--- config.mk ---
export PLATFORM = sky130hd
export DESIGN_NAME = seg7_scan_driver_flat
export DESIGN_NICKNAME = d
export VERILOG_FILES = /design/src/rtl/seg7_scan_driver_if.sv /design/src/rtl/seg7_scan_driver.sv /design/src/flat_wrapper.sv
export SDC_FILE = /design/constraint.sdc
export NUM_CORES = 1
export LEC_CHECK = 0
export CORE_MARGIN = 2
export CORE_UTILIZATION = 56
export CTS_CLUSTER_SIZE = 25
export DETAILED_ROUTE_END_ITERATION = 7
export GPL_TIMING_DRIVEN = 0
export PLACE_DENSITY = 0.81
export SLEW_MARGIN = 40
export SYNTH_ARGS = -nofsm -noshare
export SYNTH_HDL_FRONTEND = slang
export SYNTH_SLANG_ARGS = --single-unit
--- constraint.sdc ---
create_clock -name Clk -period 4.1 [get_ports Clk]
set_input_delay 0.41 -clock Clk [delete_from_list [all_inputs] [get_ports Clk]]
set_output_delay 0.41 -clock Clk [all_outputs]
set_load 0.02 [all_outputs]
--- src/rtl/seg7_scan_driver_if.sv ---
// rtl/seg7_scan_driver_if.sv - display data load bus and scan outputs for seg7_scan_driver
interface seg7_scan_driver_if;
    logic [15:0] Digits;
    logic [3:0]  Dp_in;
    logic [3:0]  Blank_in;
    logic        Load;
    logic        SEG_D1;
    logic        SEG_D2;
    logic        SEG_D3;
    logic        SEG_D4;
    logic        SEG_A;
    logic        SEG_B;
    logic        SEG_C;
    logic        SEG_D;
    logic        SEG_E;
    logic        SEG_F;
    logic        SEG_G;
    logic        SEG_P;
    logic        Frame_done;

    modport master (
        output Digits, Dp_in, Blank_in, Load,
        input  SEG_D1, SEG_D2, SEG_D3, SEG_D4,
        input  SEG_A, SEG_B, SEG_C, SEG_D, SEG_E, SEG_F, SEG_G, SEG_P,
        input  Frame_done
    );

    modport slave (
        input  Digits, Dp_in, Blank_in, Load,
        output SEG_D1, SEG_D2, SEG_D3, SEG_D4,
        output SEG_A, SEG_B, SEG_C, SEG_D, SEG_E, SEG_F, SEG_G, SEG_P,
        output Frame_done
    );
endinterface

--- src/rtl/seg7_scan_driver.sv ---
// rtl/seg7_scan_driver.sv - 4-digit multiplexed 7-segment driver, double-buffered, anti-ghost gap
module seg7_scan_driver #(
    parameter int PRESC       = 50000,
    parameter int GHOST       = 1000,
    parameter int SEG_ACT_LOW = 1,
    parameter int DIG_ACT_LOW = 1
) (
    input  logic               Clk,
    input  logic               Rst,
    seg7_scan_driver_if.slave  bus
);
    localparam int             CW      = $clog2(PRESC);
    localparam logic [CW-1:0]  LAST    = CW'(PRESC - 1);
    localparam logic [CW-1:0]  GHOST_C = CW'(GHOST);
    localparam logic           SEG_INV = (SEG_ACT_LOW != 0);
    localparam logic           DIG_INV = (DIG_ACT_LOW != 0);

    typedef enum logic {GAP, ON} state_t;

    state_t        state, state_nxt;
    logic [CW-1:0] cnt, cnt_nxt;
    logic [1:0]    idx, idx_nxt;
    logic [15:0]   pend_dig, pend_dig_nxt, act_dig, act_dig_nxt;
    logic [3:0]    pend_dp, pend_dp_nxt, act_dp, act_dp_nxt;
    logic [3:0]    pend_blank, pend_blank_nxt, act_blank, act_blank_nxt;
    logic          boundary, lit;
    logic [3:0]    nib;
    logic [3:0]    dig_nxt, dig_q;
    logic [6:0]    seg_nxt, seg_q;
    logic          dp_nxt, dp_q, frame_done;

    function automatic logic [6:0] decode(input logic [3:0] h);
        case (h)
            4'h0: decode = 7'b1111110;
            4'h1: decode = 7'b0110000;
            4'h2: decode = 7'b1101101;
            4'h3: decode = 7'b1111001;
            4'h4: decode = 7'b0110011;
            4'h5: decode = 7'b1011011;
            4'h6: decode = 7'b1011111;
            4'h7: decode = 7'b1110000;
            4'h8: decode = 7'b1111111;
            4'h9: decode = 7'b1111011;
            4'hA: decode = 7'b1110111;
            4'hB: decode = 7'b0011111;
            4'hC: decode = 7'b1001110;
            4'hD: decode = 7'b0111101;
            4'hE: decode = 7'b1001111;
            default: decode = 7'b1000111;
        endcase
    endfunction

    // Outputs are computed from next-cycle state so enables and segments land on the same edge.
    always_comb begin
        cnt_nxt        = cnt + 1'b1;
        idx_nxt        = idx;
        state_nxt      = state;
        pend_dig_nxt   = pend_dig;
        pend_dp_nxt    = pend_dp;
        pend_blank_nxt = pend_blank;
        act_dig_nxt    = act_dig;
        act_dp_nxt     = act_dp;
        act_blank_nxt  = act_blank;
        boundary       = (cnt == LAST) && (idx == 2'd3);

        if (cnt == LAST) begin
            cnt_nxt   = '0;
            idx_nxt   = idx + 2'd1;
            state_nxt = (GHOST_C == '0) ? ON : GAP;
        end else if (cnt_nxt == GHOST_C) begin
            state_nxt = ON;
        end

        if (bus.Load) begin
            pend_dig_nxt   = bus.Digits;
            pend_dp_nxt    = bus.Dp_in;
            pend_blank_nxt = bus.Blank_in;
        end
        if (boundary) begin
            act_dig_nxt   = pend_dig_nxt;
            act_dp_nxt    = pend_dp_nxt;
            act_blank_nxt = pend_blank_nxt;
        end

        case (idx_nxt)
            2'd0:    nib = act_dig_nxt[15:12];
            2'd1:    nib = act_dig_nxt[11:8];
            2'd2:    nib = act_dig_nxt[7:4];
            default: nib = act_dig_nxt[3:0];
        endcase
        lit     = (state_nxt == ON) && !act_blank_nxt[2'd3 - idx_nxt];
        dig_nxt = lit ? (4'b1000 >> idx_nxt) : 4'b0000;
        seg_nxt = lit ? decode(nib) : 7'b0000000;
        dp_nxt  = lit && act_dp_nxt[2'd3 - idx_nxt];
    end

    always_ff @(posedge Clk) begin
        if (Rst) begin
            cnt        <= '0;
            idx        <= 2'd0;
            state      <= (GHOST == 0) ? ON : GAP;
            pend_dig   <= 16'h0000;
            pend_dp    <= 4'b0000;
            pend_blank <= 4'b1111;
            act_dig    <= 16'h0000;
            act_dp     <= 4'b0000;
            act_blank  <= 4'b1111;
            dig_q      <= {4{DIG_INV}};
            seg_q      <= {7{SEG_INV}};
            dp_q       <= SEG_INV;
            frame_done <= 1'b0;
        end else begin
            cnt        <= cnt_nxt;
            idx        <= idx_nxt;
            state      <= state_nxt;
            pend_dig   <= pend_dig_nxt;
            pend_dp    <= pend_dp_nxt;
            pend_blank <= pend_blank_nxt;
            act_dig    <= act_dig_nxt;
            act_dp     <= act_dp_nxt;
            act_blank  <= act_blank_nxt;
            dig_q      <= dig_nxt ^ {4{DIG_INV}};
            seg_q      <= seg_nxt ^ {7{SEG_INV}};
            dp_q       <= dp_nxt ^ SEG_INV;
            frame_done <= boundary;
        end
    end

    assign bus.SEG_D1     = dig_q[3];
    assign bus.SEG_D2     = dig_q[2];
    assign bus.SEG_D3     = dig_q[1];
    assign bus.SEG_D4     = dig_q[0];
    assign bus.SEG_A      = seg_q[6];
    assign bus.SEG_B      = seg_q[5];
    assign bus.SEG_C      = seg_q[4];
    assign bus.SEG_D      = seg_q[3];
    assign bus.SEG_E      = seg_q[2];
    assign bus.SEG_F      = seg_q[1];
    assign bus.SEG_G      = seg_q[0];
    assign bus.SEG_P      = dp_q;
    assign bus.Frame_done = frame_done;
endmodule

--- src/flat_wrapper.sv ---
// flat-port wrapper written by rule: the top's interface ports become plain ports
module seg7_scan_driver_flat 
#(
    parameter int PRESC       = 50000,
    parameter int GHOST       = 1000,
    parameter int SEG_ACT_LOW = 1,
    parameter int DIG_ACT_LOW = 1
)
  (Clk, Rst, bus_Digits, bus_Dp_in, bus_Blank_in, bus_Load, bus_SEG_D1, bus_SEG_D2, bus_SEG_D3, bus_SEG_D4, bus_SEG_A, bus_SEG_B, bus_SEG_C, bus_SEG_D, bus_SEG_E, bus_SEG_F, bus_SEG_G, bus_SEG_P, bus_Frame_done);
  seg7_scan_driver_if bus_i ();
  input  logic Clk;
  input  logic Rst;
  input wire logic [$bits(bus_i.Digits)-1:0] bus_Digits;
  input wire logic [$bits(bus_i.Dp_in)-1:0] bus_Dp_in;
  input wire logic [$bits(bus_i.Blank_in)-1:0] bus_Blank_in;
  input wire logic [$bits(bus_i.Load)-1:0] bus_Load;
  output wire logic [$bits(bus_i.SEG_D1)-1:0] bus_SEG_D1;
  output wire logic [$bits(bus_i.SEG_D2)-1:0] bus_SEG_D2;
  output wire logic [$bits(bus_i.SEG_D3)-1:0] bus_SEG_D3;
  output wire logic [$bits(bus_i.SEG_D4)-1:0] bus_SEG_D4;
  output wire logic [$bits(bus_i.SEG_A)-1:0] bus_SEG_A;
  output wire logic [$bits(bus_i.SEG_B)-1:0] bus_SEG_B;
  output wire logic [$bits(bus_i.SEG_C)-1:0] bus_SEG_C;
  output wire logic [$bits(bus_i.SEG_D)-1:0] bus_SEG_D;
  output wire logic [$bits(bus_i.SEG_E)-1:0] bus_SEG_E;
  output wire logic [$bits(bus_i.SEG_F)-1:0] bus_SEG_F;
  output wire logic [$bits(bus_i.SEG_G)-1:0] bus_SEG_G;
  output wire logic [$bits(bus_i.SEG_P)-1:0] bus_SEG_P;
  output wire logic [$bits(bus_i.Frame_done)-1:0] bus_Frame_done;
  assign bus_i.Digits = bus_Digits;
  assign bus_i.Dp_in = bus_Dp_in;
  assign bus_i.Blank_in = bus_Blank_in;
  assign bus_i.Load = bus_Load;
  assign bus_SEG_D1 = bus_i.SEG_D1;
  assign bus_SEG_D2 = bus_i.SEG_D2;
  assign bus_SEG_D3 = bus_i.SEG_D3;
  assign bus_SEG_D4 = bus_i.SEG_D4;
  assign bus_SEG_A = bus_i.SEG_A;
  assign bus_SEG_B = bus_i.SEG_B;
  assign bus_SEG_C = bus_i.SEG_C;
  assign bus_SEG_D = bus_i.SEG_D;
  assign bus_SEG_E = bus_i.SEG_E;
  assign bus_SEG_F = bus_i.SEG_F;
  assign bus_SEG_G = bus_i.SEG_G;
  assign bus_SEG_P = bus_i.SEG_P;
  assign bus_Frame_done = bus_i.Frame_done;
  seg7_scan_driver #(.PRESC(PRESC), .GHOST(GHOST), .SEG_ACT_LOW(SEG_ACT_LOW), .DIG_ACT_LOW(DIG_ACT_LOW)) u_core (.Clk(Clk), .Rst(Rst), .bus(bus_i));
endmodule
==> impl_metrics.env, run 1 <==
export IMPL_gr_usage_met2_pct=37.22
export IMPL_cts_path_max_buffers=2
export IMPL_drt_initial_drc_count=208
export IMPL_post_drt_via_cell_ratio=5.687
export IMPL_fp_dieW_um=85.13
export IMPL_synth_most_common_cell="dfxtp_1"
export IMPL_start_util_pct=58.05
export IMPL_insertion_delay_ns=0.36
export IMPL_num_io_pins=40
export IMPL_total_leakage_power_nw=1.621
export IMPL_synth_warning_count=0
export IMPL_routedWlPerCell_um=15.03
export IMPL_swShare_pct=21.49
export IMPL_worstRegToRegCells=14
export IMPL_ys_seq_elements=80
export IMPL_clk_pin_slew_ns=0.08
export IMPL_skew_ns=0.01252
export IMPL_power_frac_seq_pct=51.4
export IMPL_path_class="reg -> reg"
export IMPL_cts_root_buf="clkbuf_8"
export IMPL_crit_path_start_kind="flop"
export IMPL_max_freq_mhz=265.7
export IMPL_dr_pass1_iters=4
export IMPL_met1_usage_pct=29.18
export IMPL_maxSlewViolCount=0
export IMPL_synth_common_cells="80 x dfxtp_1, 53 x nor2_1, 40 x mux2i_1, 19 x mux2_2, 19 x nand2_1"
export IMPL_cp_slowest_stage_delay_ns=0.50
export IMPL_die_area_um2=7247
export IMPL_pwr_share_clk_pct=43.2
export IMPL_r2r_end="u_core.seg_q[3]$_SDFF_PP1_"
export IMPL_fin_cells=517
export IMPL_hpwlAfterDp_mm=5.508
export IMPL_crit_fanout=10
export IMPL_grt_util_met3_pct=3.891
export IMPL_rsz0062_at_grt="no"
export IMPL_power_mw=1.556
export IMPL_nets=470
export IMPL_drv_cap=0
export IMPL_layout_drive_gt1_share_pct=12.73
export IMPL_cp_arrival_ns=4.00
export IMPL_holdPathStages=2
export IMPL_p_sw_uw=334.2
export IMPL_grt_busiest_layer="met2"
export IMPL_whs_endpoint="u_core.pend_dig[1]$_SDFF_PP0_"
export IMPL_synth_top_cell_by_area="dfxtp_1"
export IMPL_setup_tns_final_ns=0
export IMPL_num_fill_cells=508
export IMPL_min_path_type="in -> reg"
export IMPL_rows=29
export IMPL_htree_levels=3
export IMPL_finalCritPeriodShare_pct=91.78
export IMPL_gr_total_overflow=0
export IMPL_peakVddDrop_mv=0.2614
export IMPL_cts_tree="done"
export IMPL_dr_total_vias=2940
export IMPL_cts_buffers=9
export IMPL_yosysSeqAreaShare_pct=43.45
export IMPL_cp_end_kind="flop"
export IMPL_synth_nets=422
export IMPL_yosys_top_cells_area="dfxtp_1 43%, mux2i_1 11%, mux2_2 5.8%"
export IMPL_die_h_um=85.13
export IMPL_core_um2=6350
export IMPL_grt_max_degree=15
export IMPL_crit_top_cell="mux2i_1"
export IMPL_drc_errors=0
export IMPL_p_comb_share_pct=5.3
export IMPL_track_usage_pct=22.86
export IMPL_synthArstFlopShare_pct=0
export IMPL_internal_power_mw=1.221
export IMPL_clock_sinks=80
export IMPL_cp_data_required_time_ns=4.33
export IMPL_ant_nets=0
export IMPL_synth_enable_flop_cells=0
export IMPL_maxSlewHeadroom_pct=49.97
export IMPL_synthCells=387
export IMPL_slowest_stage="nor4bb_1"
export IMPL_reg2reg_from="u_core.cnt[11]$_SDFF_PP0_"
export IMPL_syn2layout_area_growth_pct=19.18
export IMPL_postRouteWirelength_mm=7.768
export IMPL_grt_pass1_wl_mm=13.18
export IMPL_worstPathCellList="clkbuf_1 > nor4bb_1 > and4_1 > buf_2 > buf_2 > mux2i_1 > mux2i_1 > mux2i_1 > inv_1 > ha_1 > inv_1 > a211oi_1 > a2111oi_2 > a31oi_1"
export IMPL_outcome="finished clean"
export IMPL_powerDensity_nw_per_um2=354.1
export IMPL_placed_cells=501
export IMPL_io_buffers=37
export IMPL_hold_viol_final=0
export IMPL_synth_cell_types=55
export IMPL_finalSetupViolCount=0
export IMPL_grt_pass1_vias=2839
export IMPL_fin_crit_ns=3.763
export IMPL_synth_top_area_share_pct=43.45
export IMPL_cts_setup_buffers=0
export IMPL_ff2ff_setup_slack_ns=0.34
export IMPL_tightestPinTransition_ns=0.7436
export IMPL_gp_congestion=0.8815
export IMPL_syn_area_per_cell_um2=9.525
export IMPL_antenna_found_initial=0
export IMPL_diodes=0
export IMPL_min_from="Rst"
export IMPL_netlist_area_um2=3686
export IMPL_synth_ff_type="dfxtp_1"
-- metrics by stage --
stage	setup WS, ns	hold WS (ns)	area (um^2)	util (%)
after floorplan	0.8008	0.4411	3686	-
after global placement	0.1285	0.4564	4153	65.40
after detailed placement	0.06145	0.4613	4153	65.40
after CTS	0.2541	0.4400	4389	69.12
after global routing	0.06500	0.4719	4393	69.18
final	0.3369	0.4432	4393	69.18
-- what timing repair did --
action	CTS	global route
endpoints found under the hold margin	0	0
gates resized for setup	0	1
endpoints found under the setup margin	0	2
hold buffers	0	0
-- how the worst max path moves through the flow --
| stage | startpoint | end | slack (ns) | cells after the start |
|---|---|---|---|---|
| floorplan | bus_Load | u_core.seg_q[3]$_SDFF_PP1_ | 0.80 | 11 |
| CTS | u_core.cnt[11]$_SDFF_PP0_ | u_core.seg_q[3]$_SDFF_PP1_ | 0.25 | 12 |
| finish | u_core.cnt[11]$_SDFF_PP0_ | u_core.seg_q[3]$_SDFF_PP1_ | 0.34 | 14 |
| detailed placement | bus_Load | u_core.seg_q[3]$_SDFF_PP1_ | 0.06 | 11 |
| global route | u_core.cnt[11]$_SDFF_PP0_ | u_core.seg_q[3]$_SDFF_PP1_ | 0.06 | 14 |
| global placement | bus_Load | u_core.seg_q[3]$_SDFF_PP1_ | 0.13 | 11 |
-- routing by layer --
metal  share of wire [%]  wire (um)  vias up
met5                   0          0        -
met4                 3.2        248        0
met3                 4.7        363       23
met2                  49       3780       85
met1                  43       3376     1387
li1                    -          -     1445
-- registers in the layout, indices dropped and copies added (netlist names), 2 cells and up --
| signal | flops |
|---|---|
| u_core.act_dig | 16 |
| u_core.cnt | 16 |
| u_core.pend_dig | 16 |
| u_core.seg_q | 7 |
| u_core.act_blank | 4 |
| u_core.act_dp | 4 |
| u_core.dig_q | 4 |
| u_core.pend_blank | 4 |
| u_core.pend_dp | 4 |
| u_core.idx | 2 |
-- power by group through the flow --
stage                     registers [mW]  logic, mW  clock network (mW)
after detailed placement           0.818     0.0826                   0
after global routing               0.802     0.0909               0.718
after CTS                          0.800     0.0839               0.686
final                              0.800     0.0832               0.673
after floorplan                    0.816     0.0482                   0
after global placement             0.816     0.0802                   0
-- cell usage in the layout (no fill, tap or decap), types with 6 or more instances in the layout --
cell / instances
ha_1: 8
inv_1: 10
dfxtp_1: 80
clkbuf_1: 10
nand2_1: 19
o21ai_0: 6
clkdlybuf4s50_1: 37
mux2i_1: 39
or3_1: 6
xnor2_1: 9
nand3_1: 8
clkbuf_8: 11
mux2_2: 19
a21oi_1: 13
nor2b_1: 15
nand4_1: 6
nor2_1: 53
-- cell type report --
class | instances | area (um^2) | area share (%)
multi-input combinational | 274 | 1943 | 44.23
timing repair buffer | 37 | 370.4 | 8.431
inverter | 11 | 41.29 | 0.9399
buffer | 22 | 103.9 | 2.364
tap | 77 | 96.34 | 2.193
sequential | 80 | 1602 | 36.46
clock buffer | 11 | 151.4 | 3.446
clock inverter | 5 | 85.08 | 1.937
-- logic make-up (layout without fill, tap and decap cells) --
logic type | count (synthesis) | after routing | share of synthesized area, %
compound gates | 48 | 48 | 8.758
xor+xnor | 14 | 14 | 3.327
fa+ha+maj | 8 | 8 | 2.716
buf+inv | 33 | 86 | 3.937
flops | 80 | 80 | 43.45
mux | 61 | 61 | 17.58
simple gates | 143 | 143 | 20.23
-- worst max-delay path: cells and delay by family (launching register included) --
family          cells  cell delay, ns
fa+ha+maj           1            0.23
simple gates        2            0.75
compound gates      3            0.41
flops               1            0.30
buf+inv             5            1.11
mux                 3            0.84
(Power assumes the default switching activity.)
==> run 2, diff against run 1 <==
--- a/config.mk
+++ b/config.mk
@@ -6,11 +6,11 @@
 export NUM_CORES = 1
 export LEC_CHECK = 0
 export CORE_MARGIN = 2
-export CORE_UTILIZATION = 56
+export CORE_UTILIZATION = 60
 export CTS_CLUSTER_SIZE = 25
 export DETAILED_ROUTE_END_ITERATION = 7
 export GPL_TIMING_DRIVEN = 0
-export PLACE_DENSITY = 0.81
+export PLACE_DENSITY = 0.86
 export SLEW_MARGIN = 40
 export SYNTH_ARGS = -nofsm -noshare
 export SYNTH_HDL_FRONTEND = slang
==> constraint.sdc (replaced) <==
create_clock -name Clk -period 4.63 [get_ports Clk]
set_input_delay 0.463 -clock Clk [delete_from_list [all_inputs] [get_ports Clk]]
set_output_delay 0.463 -clock Clk [all_outputs]
set_load 0.02 [all_outputs]
==> run 2 against run 1 <==
- worst hold slack better by 0.044 ns
- via count is 1.1% lower
- global-route usage is 2.9 points higher
- first-iteration DRC count is 34% lower
- sequential share of layout area is 0.20 points lower
- largest cell class unchanged
- clock skew is 0.0012 ns lower
- register-to-register slack better by 0.28 ns
- sequential power is 12% lower
- largest power group unchanged
- worst setup slack better by 0.28 ns
==> impl_metrics.env, run 2 (synthesis gave the netlist of run 1 again) <==
export IMPL_maxSlewHeadroom_pct=47.63
export IMPL_path_class="reg -> reg"
export IMPL_cts_setup_buffers=0
export IMPL_track_usage_pct=25.80
export IMPL_worstPathCellList="clkbuf_1 > nor4bb_1 > and4_1 > buf_2 > buf_2 > mux2i_1 > mux2i_1 > mux2i_1 > inv_1 > ha_1 > a2111oi_2 > a31oi_1"
export IMPL_dr_total_vias=2907
export IMPL_dr_pass1_iters=5
export IMPL_crit_fanout=10
export IMPL_worstRegToRegCells=12
export IMPL_post_drt_via_cell_ratio=5.656
export IMPL_outcome="finished clean"
export IMPL_clk_pin_slew_ns=0.08
export IMPL_max_freq_mhz=249.5
export IMPL_final_cell_mix="80 x dfxtp_1, 53 x nor2_1, 40 x mux2i_1, 37 x clkdlybuf4s50_1"
export IMPL_drt_initial_drc_count=138
export IMPL_rows=28
export IMPL_min_path_type="reg -> reg"
export IMPL_num_io_pins=40
export IMPL_maxSlewViolCount=0
export IMPL_layout_drive_gt1_share_pct=12.30
export IMPL_diodes=0
export IMPL_critPathTopFamily="multiplexers"
export IMPL_htree_levels=3
export IMPL_io_buffers=37
export IMPL_cts_path_max_buffers=2
export IMPL_holdPathStages=2
export IMPL_nets=470
export IMPL_rsz0062_at_grt="no"
export IMPL_gr_total_overflow=0
export IMPL_finalCritPeriodShare_pct=86.57
export IMPL_core_um2=5921
export IMPL_die_h_um=82.38
export IMPL_cts_buffers=9
export IMPL_antenna_found_initial=0
export IMPL_top_regs="u_core.act_dig (16), u_core.cnt (16), u_core.pend_dig (16)"
export IMPL_postRouteWirelength_mm=7.907
export IMPL_setup_tns_final_ns=0
export IMPL_powerDensity_nw_per_um2=328.7
export IMPL_drc_errors=0
export IMPL_crit_top_cell="mux2i_1"
export IMPL_crit_path_start_kind="flop"
export IMPL_drv_cap=0
export IMPL_skew_ns=0.01136
export IMPL_cp_slowest_stage_delay_ns=0.61
export IMPL_fin_crit_ns=4.008
export IMPL_grt_max_degree=14
export IMPL_layout_commonest_cell="dfxtp_1"
export IMPL_critical_path_buf_inv_count=4
export IMPL_cts_resized_gates=0
export IMPL_gp_congestion=0.8941
export IMPL_grt_pass1_vias=2817
export IMPL_cp_arrival_ns=4.23
export IMPL_die_area_um2=6786
export IMPL_cts_hold_buf=0
export IMPL_cp_end_kind="flop"
export IMPL_cp_num_cells=12
export IMPL_finalSetupViolCount=0
export IMPL_tightestPinTransition_ns=0.7638
export IMPL_grt_pass1_wl_mm=13.08
export IMPL_insertion_delay_ns=0.35
export IMPL_cts_tree="done"
export IMPL_cts_root_buf="clkbuf_8"
export IMPL_power_mw=1.452
export IMPL_routedWlPerCell_um=15.38
export IMPL_start_util_pct=62.26
export IMPL_num_fill_cells=421
export IMPL_ant_nets=0
export IMPL_clock_sinks=80
export IMPL_slowest_stage="mux2i_1"
export IMPL_syn2layout_area_growth_pct=19.82
export IMPL_fp_dieW_um=82.38
export IMPL_hpwlAfterDp_mm=5.709
export IMPL_total_leakage_power_nw=1.643
export IMPL_cp_data_required_time_ns=4.85
export IMPL_hold_viol_final=0
export IMPL_peakVddDrop_mv=0.2210
## run 2: final cells by class
cell class	instances	area, um^2	area share, %
flip-flops and latches	80	1602	36.26
inverters	11	41.29	0.9348
multi-input cells	274	1939	43.91
clock inverters	5	128.9	2.918
plain buffers	22	103.9	2.351
well taps	75	93.84	2.125
clock buffers	10	137.6	3.116
repair buffers	37	370.4	8.385
## run 2: worst min-delay path: cells and delay by family, from the launching register on
family / cells / cell delay (ns)
flip-flops: 1 / 0.31
multiplexers: 1 / 0.08
AND/OR/NAND/NOR: 1 / 0.07
## run 2: power by group
group / switching, mW / leakage, nW / internal [mW] / total, mW
Sequential: 0.00617 / 0.651 / 0.702 / 0.708
Clock: 0.245 / 0.133 / 0.425 / 0.671
Combinational: 0.0305 / 0.860 / 0.0428 / 0.0732
Total: 0.282 / 1.64 / 1.17 / 1.45
## run 2: routing by layer
layer  track usage, %  vias to the layer above  routed length [um]
met2            45.40                       99                3979
li1                 -                     1441                   -
met4            8.833                        0                 159
met3            7.065                       18                 445
met5                0                        -                   0
met1            30.04                     1349                3322
## run 2: path summary, 6_finish.rpt
kind	end	start	slack, ns
worst min-delay path	u_core.act_blank[2]$_SDFF_PP1_	u_core.act_blank[2]$_SDFF_PP1_	0.49
worst max register to register	u_core.seg_q[3]$_SDFF_PP1_	u_core.cnt[11]$_SDFF_PP0_	0.62
worst min register to register	u_core.act_blank[2]$_SDFF_PP1_	u_core.act_blank[2]$_SDFF_PP1_	0.49
worst max-delay path	u_core.seg_q[3]$_SDFF_PP1_	u_core.cnt[11]$_SDFF_PP0_	0.62
## run 2: per-stage QoR
stage / area [um^2] / worst slack (ns) / cells / util [%] / hold WS, ns
6_report: 4417 / 0.6218 / 514 / 74.60 / 0.4870
5_1_grt: 4417 / 0.3236 / 514 / 74.60 / 0.5157
4_1_cts: 4417 / 0.6919 / 514 / 74.60 / 0.4870
3_5_place_dp: 4150 / 0.5236 / 499 / 70.10 / 0.4692
3_3_place_gp: 4150 / 0.6808 / 499 / 70.10 / 0.4556
2_1_floorplan: 3686 / 1.278 / 387 / - / 0.4411
==> run 3, diff against run 2 <==
--- a/config.mk
+++ b/config.mk
@@ -6,11 +6,11 @@
 export NUM_CORES = 1
 export LEC_CHECK = 0
 export CORE_MARGIN = 2
-export CORE_UTILIZATION = 60
+export CORE_UTILIZATION = 44
 export CTS_CLUSTER_SIZE = 25
 export DETAILED_ROUTE_END_ITERATION = 7
 export GPL_TIMING_DRIVEN = 0
-export PLACE_DENSITY = 0.86
+export PLACE_DENSITY = 0.67
 export SLEW_MARGIN = 40
 export SYNTH_ARGS = -nofsm -noshare
 export SYNTH_HDL_FRONTEND = slang
==> run 3 against run 2 <==
- sequential power hardly changed
- sequential cell count stayed put
- via count is 2.4% lower
- clock skew is 0.0020 ns lower
- final cell count is 6.0% higher
- first-iteration DRC count is 21% lower
- core utilization is 21 points lower
- combinational power is 2% lower
- critical endpoint unchanged
- largest cell class unchanged
- highest routed layer unchanged
==> impl_metrics.env, run 3 (synthesis gave the netlist of run 1 again) <==
export IMPL_crit_fanout=10
export IMPL_slowest_stage="mux2i_1"
export IMPL_cts_setup_buffers=0
export IMPL_post_drt_via_cell_ratio=5.206
export IMPL_start_util_pct=45.09
export IMPL_nets=470
export IMPL_htree_levels=3
export IMPL_die_h_um=95.53
export IMPL_path_class="reg -> reg"
export IMPL_drt_initial_drc_count=109
export IMPL_dr_total_vias=2837
export IMPL_crit_top_cell="mux2i_1"
export IMPL_grt_pass1_vias=2758
export IMPL_finalCritPeriodShare_pct=82.77
export IMPL_setup_tns_final_ns=0
export IMPL_layout_drive_gt1_share_pct=12.50
export IMPL_hold_slack_ns=0.4797
export IMPL_critPathTopFamily="buffers and inverters"
export IMPL_crit_path_start_kind="flop"
export IMPL_powerDensity_nw_per_um2=289.1
export IMPL_cp_end_kind="flop"
export IMPL_grt_pass1_wl_mm=12.56
export IMPL_grt_max_degree=16
export IMPL_cts_hold_buf=0
export IMPL_hold_viol_final=0
export IMPL_placed_cells=529
export IMPL_min_path_type="reg -> reg"
export IMPL_cts_buffers=9
export IMPL_antenna_found_initial=0
export IMPL_min_from="u_core.act_blank[0]$_SDFF_PP1_"
export IMPL_gr_total_overflow=0
export IMPL_outcome="finished clean"
export IMPL_routedWlPerCell_um=13.73
export IMPL_clk_pin_slew_ns=0.08
export IMPL_maxSlewViolCount=0
export IMPL_finalSetupViolCount=0
export IMPL_cts_root_buf="clkbuf_8"
export IMPL_final_cell_mix="80 x dfxtp_1, 53 x nor2_1, 40 x mux2i_1, 37 x clkdlybuf4s50_1"
export IMPL_cts_resized_gates=0
export IMPL_cp_slowest_stage_delay_ns=0.58
export IMPL_worstPathCellList="clkbuf_1 > nor4bb_1 > and4_1 > buf_2 > buf_2 > mux2i_1 > mux2i_1 > mux2i_1 > inv_1 > ha_1 > a2111oi_2 > a31oi_1"
export IMPL_reg2reg_from="u_core.cnt[11]$_SDFF_PP0_"
export IMPL_max_freq_mhz=260.9
export IMPL_io_buffers=37
export IMPL_drv_cap=0
export IMPL_peakVddDrop_mv=0.1267
export IMPL_top_regs="u_core.act_dig (16), u_core.cnt (16), u_core.pend_dig (16)"
export IMPL_fp_dieW_um=95.53
export IMPL_layout_commonest_cell="dfxtp_1"
export IMPL_ff2ff_setup_slack_ns=0.80
export IMPL_die_area_um2=9125
export IMPL_num_io_pins=40
export IMPL_track_usage_pct=17.86
export IMPL_gp_congestion=0.8612
export IMPL_clock_sinks=80
export IMPL_cts_path_max_buffers=2
export IMPL_whs_endpoint="u_core.act_blank[0]$_SDFF_PP1_"
export IMPL_insertion_delay_ns=0.36
export IMPL_ant_nets=0
export IMPL_num_fill_cells=786
export IMPL_core_um2=8175
export IMPL_hpwlAfterDp_mm=5.599
export IMPL_skew_ns=0.009341
export IMPL_fin_crit_ns=3.832
export IMPL_fin_cells=545
export IMPL_r2r_end="u_core.seg_q[3]$_SDFF_PP1_"
export IMPL_maxSlewHeadroom_pct=49.94
export IMPL_syn2layout_area_growth_pct=18.81
export IMPL_worstRegToRegCells=12
export IMPL_postRouteWirelength_mm=7.482
export IMPL_dr_pass1_iters=4
export IMPL_critical_path_buf_inv_count=4
export IMPL_diodes=0
export IMPL_cp_data_required_time_ns=4.86
export IMPL_tightestPinTransition_ns=0.7455
export IMPL_holdPathStages=2
export IMPL_final_util_pct=53.57
export IMPL_total_leakage_power_nw=1.605
export IMPL_drc_errors=0
export IMPL_rsz0062_at_grt="no"
export IMPL_cts_tree="done"
export IMPL_rows=33
export IMPL_cp_arrival_ns=4.06
-- run 3: changes by cell type in the layout (fill, tap and decap cells not counted), sizes merged --
cell      previous run  this run
clkinv               2         5
bufinv               4         0
clkinvlp             0         1
inv                 10        11
-- run 3: report_power, final --
part | switching [mW] | total [mW] | internal (mW)
registers | 0.00572 | 0.707 | 0.702
clock network | 0.270 | 0.487 | 0.216
logic | 0.0290 | 0.0718 | 0.0427
-- run 3: worst max path at each step --
stage               slack (ns)                       from  cells past startpoint                    endpoint
floorplan                 1.28                   bus_Load                     11  u_core.seg_q[3]$_SDFF_PP1_
global placement          0.60                   bus_Load                     13  u_core.seg_q[3]$_SDFF_PP1_
detailed placement        0.55                   bus_Load                     13  u_core.seg_q[3]$_SDFF_PP1_
CTS                       0.77   u_core.cnt[0]$_SDFF_PP0_                     10  u_core.seg_q[3]$_SDFF_PP1_
global route              0.43  u_core.cnt[11]$_SDFF_PP0_                     12  u_core.seg_q[3]$_SDFF_PP1_
finish                    0.80  u_core.cnt[11]$_SDFF_PP0_                     12  u_core.seg_q[3]$_SDFF_PP1_
-- run 3: area by class of cell --
class	instances	area, um^2	share of cell area, %
plain buffers	22	103.9	2.371
clock buffers	10	137.6	3.143
clock inverters	6	53.80	1.229
inverters	11	41.29	0.9429
multi-input cells	274	1939	44.29
flip-flops and latches	80	1602	36.57
well taps	105	131.4	3.000
repair buffers	37	370.4	8.457
-- run 3: worst min-delay path: cells and delay by family (launching register included) --
kind / cells / cell delay, ns
flops: 1 / 0.31
mux: 1 / 0.08
simple gates: 1 / 0.07
-- run 3: per-layer routing --
layer  up-vias  GRT usage [%]  part of all wire, %
met5         -              0                    0
met2        56          31.53                   49
met1      1329          20.83                   45
li1       1442              -                    -
met3        10          5.217                  4.5
met4         0          5.357                  1.5
-- run 3: per-stage QoR --
step                setup slack (ns)  area (um^2)  power [mW]
detailed placement            0.5475         4188      0.7969
global route                  0.4262         4379       1.318
floorplan                      1.278         3686      0.7649
global placement              0.6029         4188      0.7947
finish                        0.7977         4379       1.266
CTS                           0.7662         4379       1.281
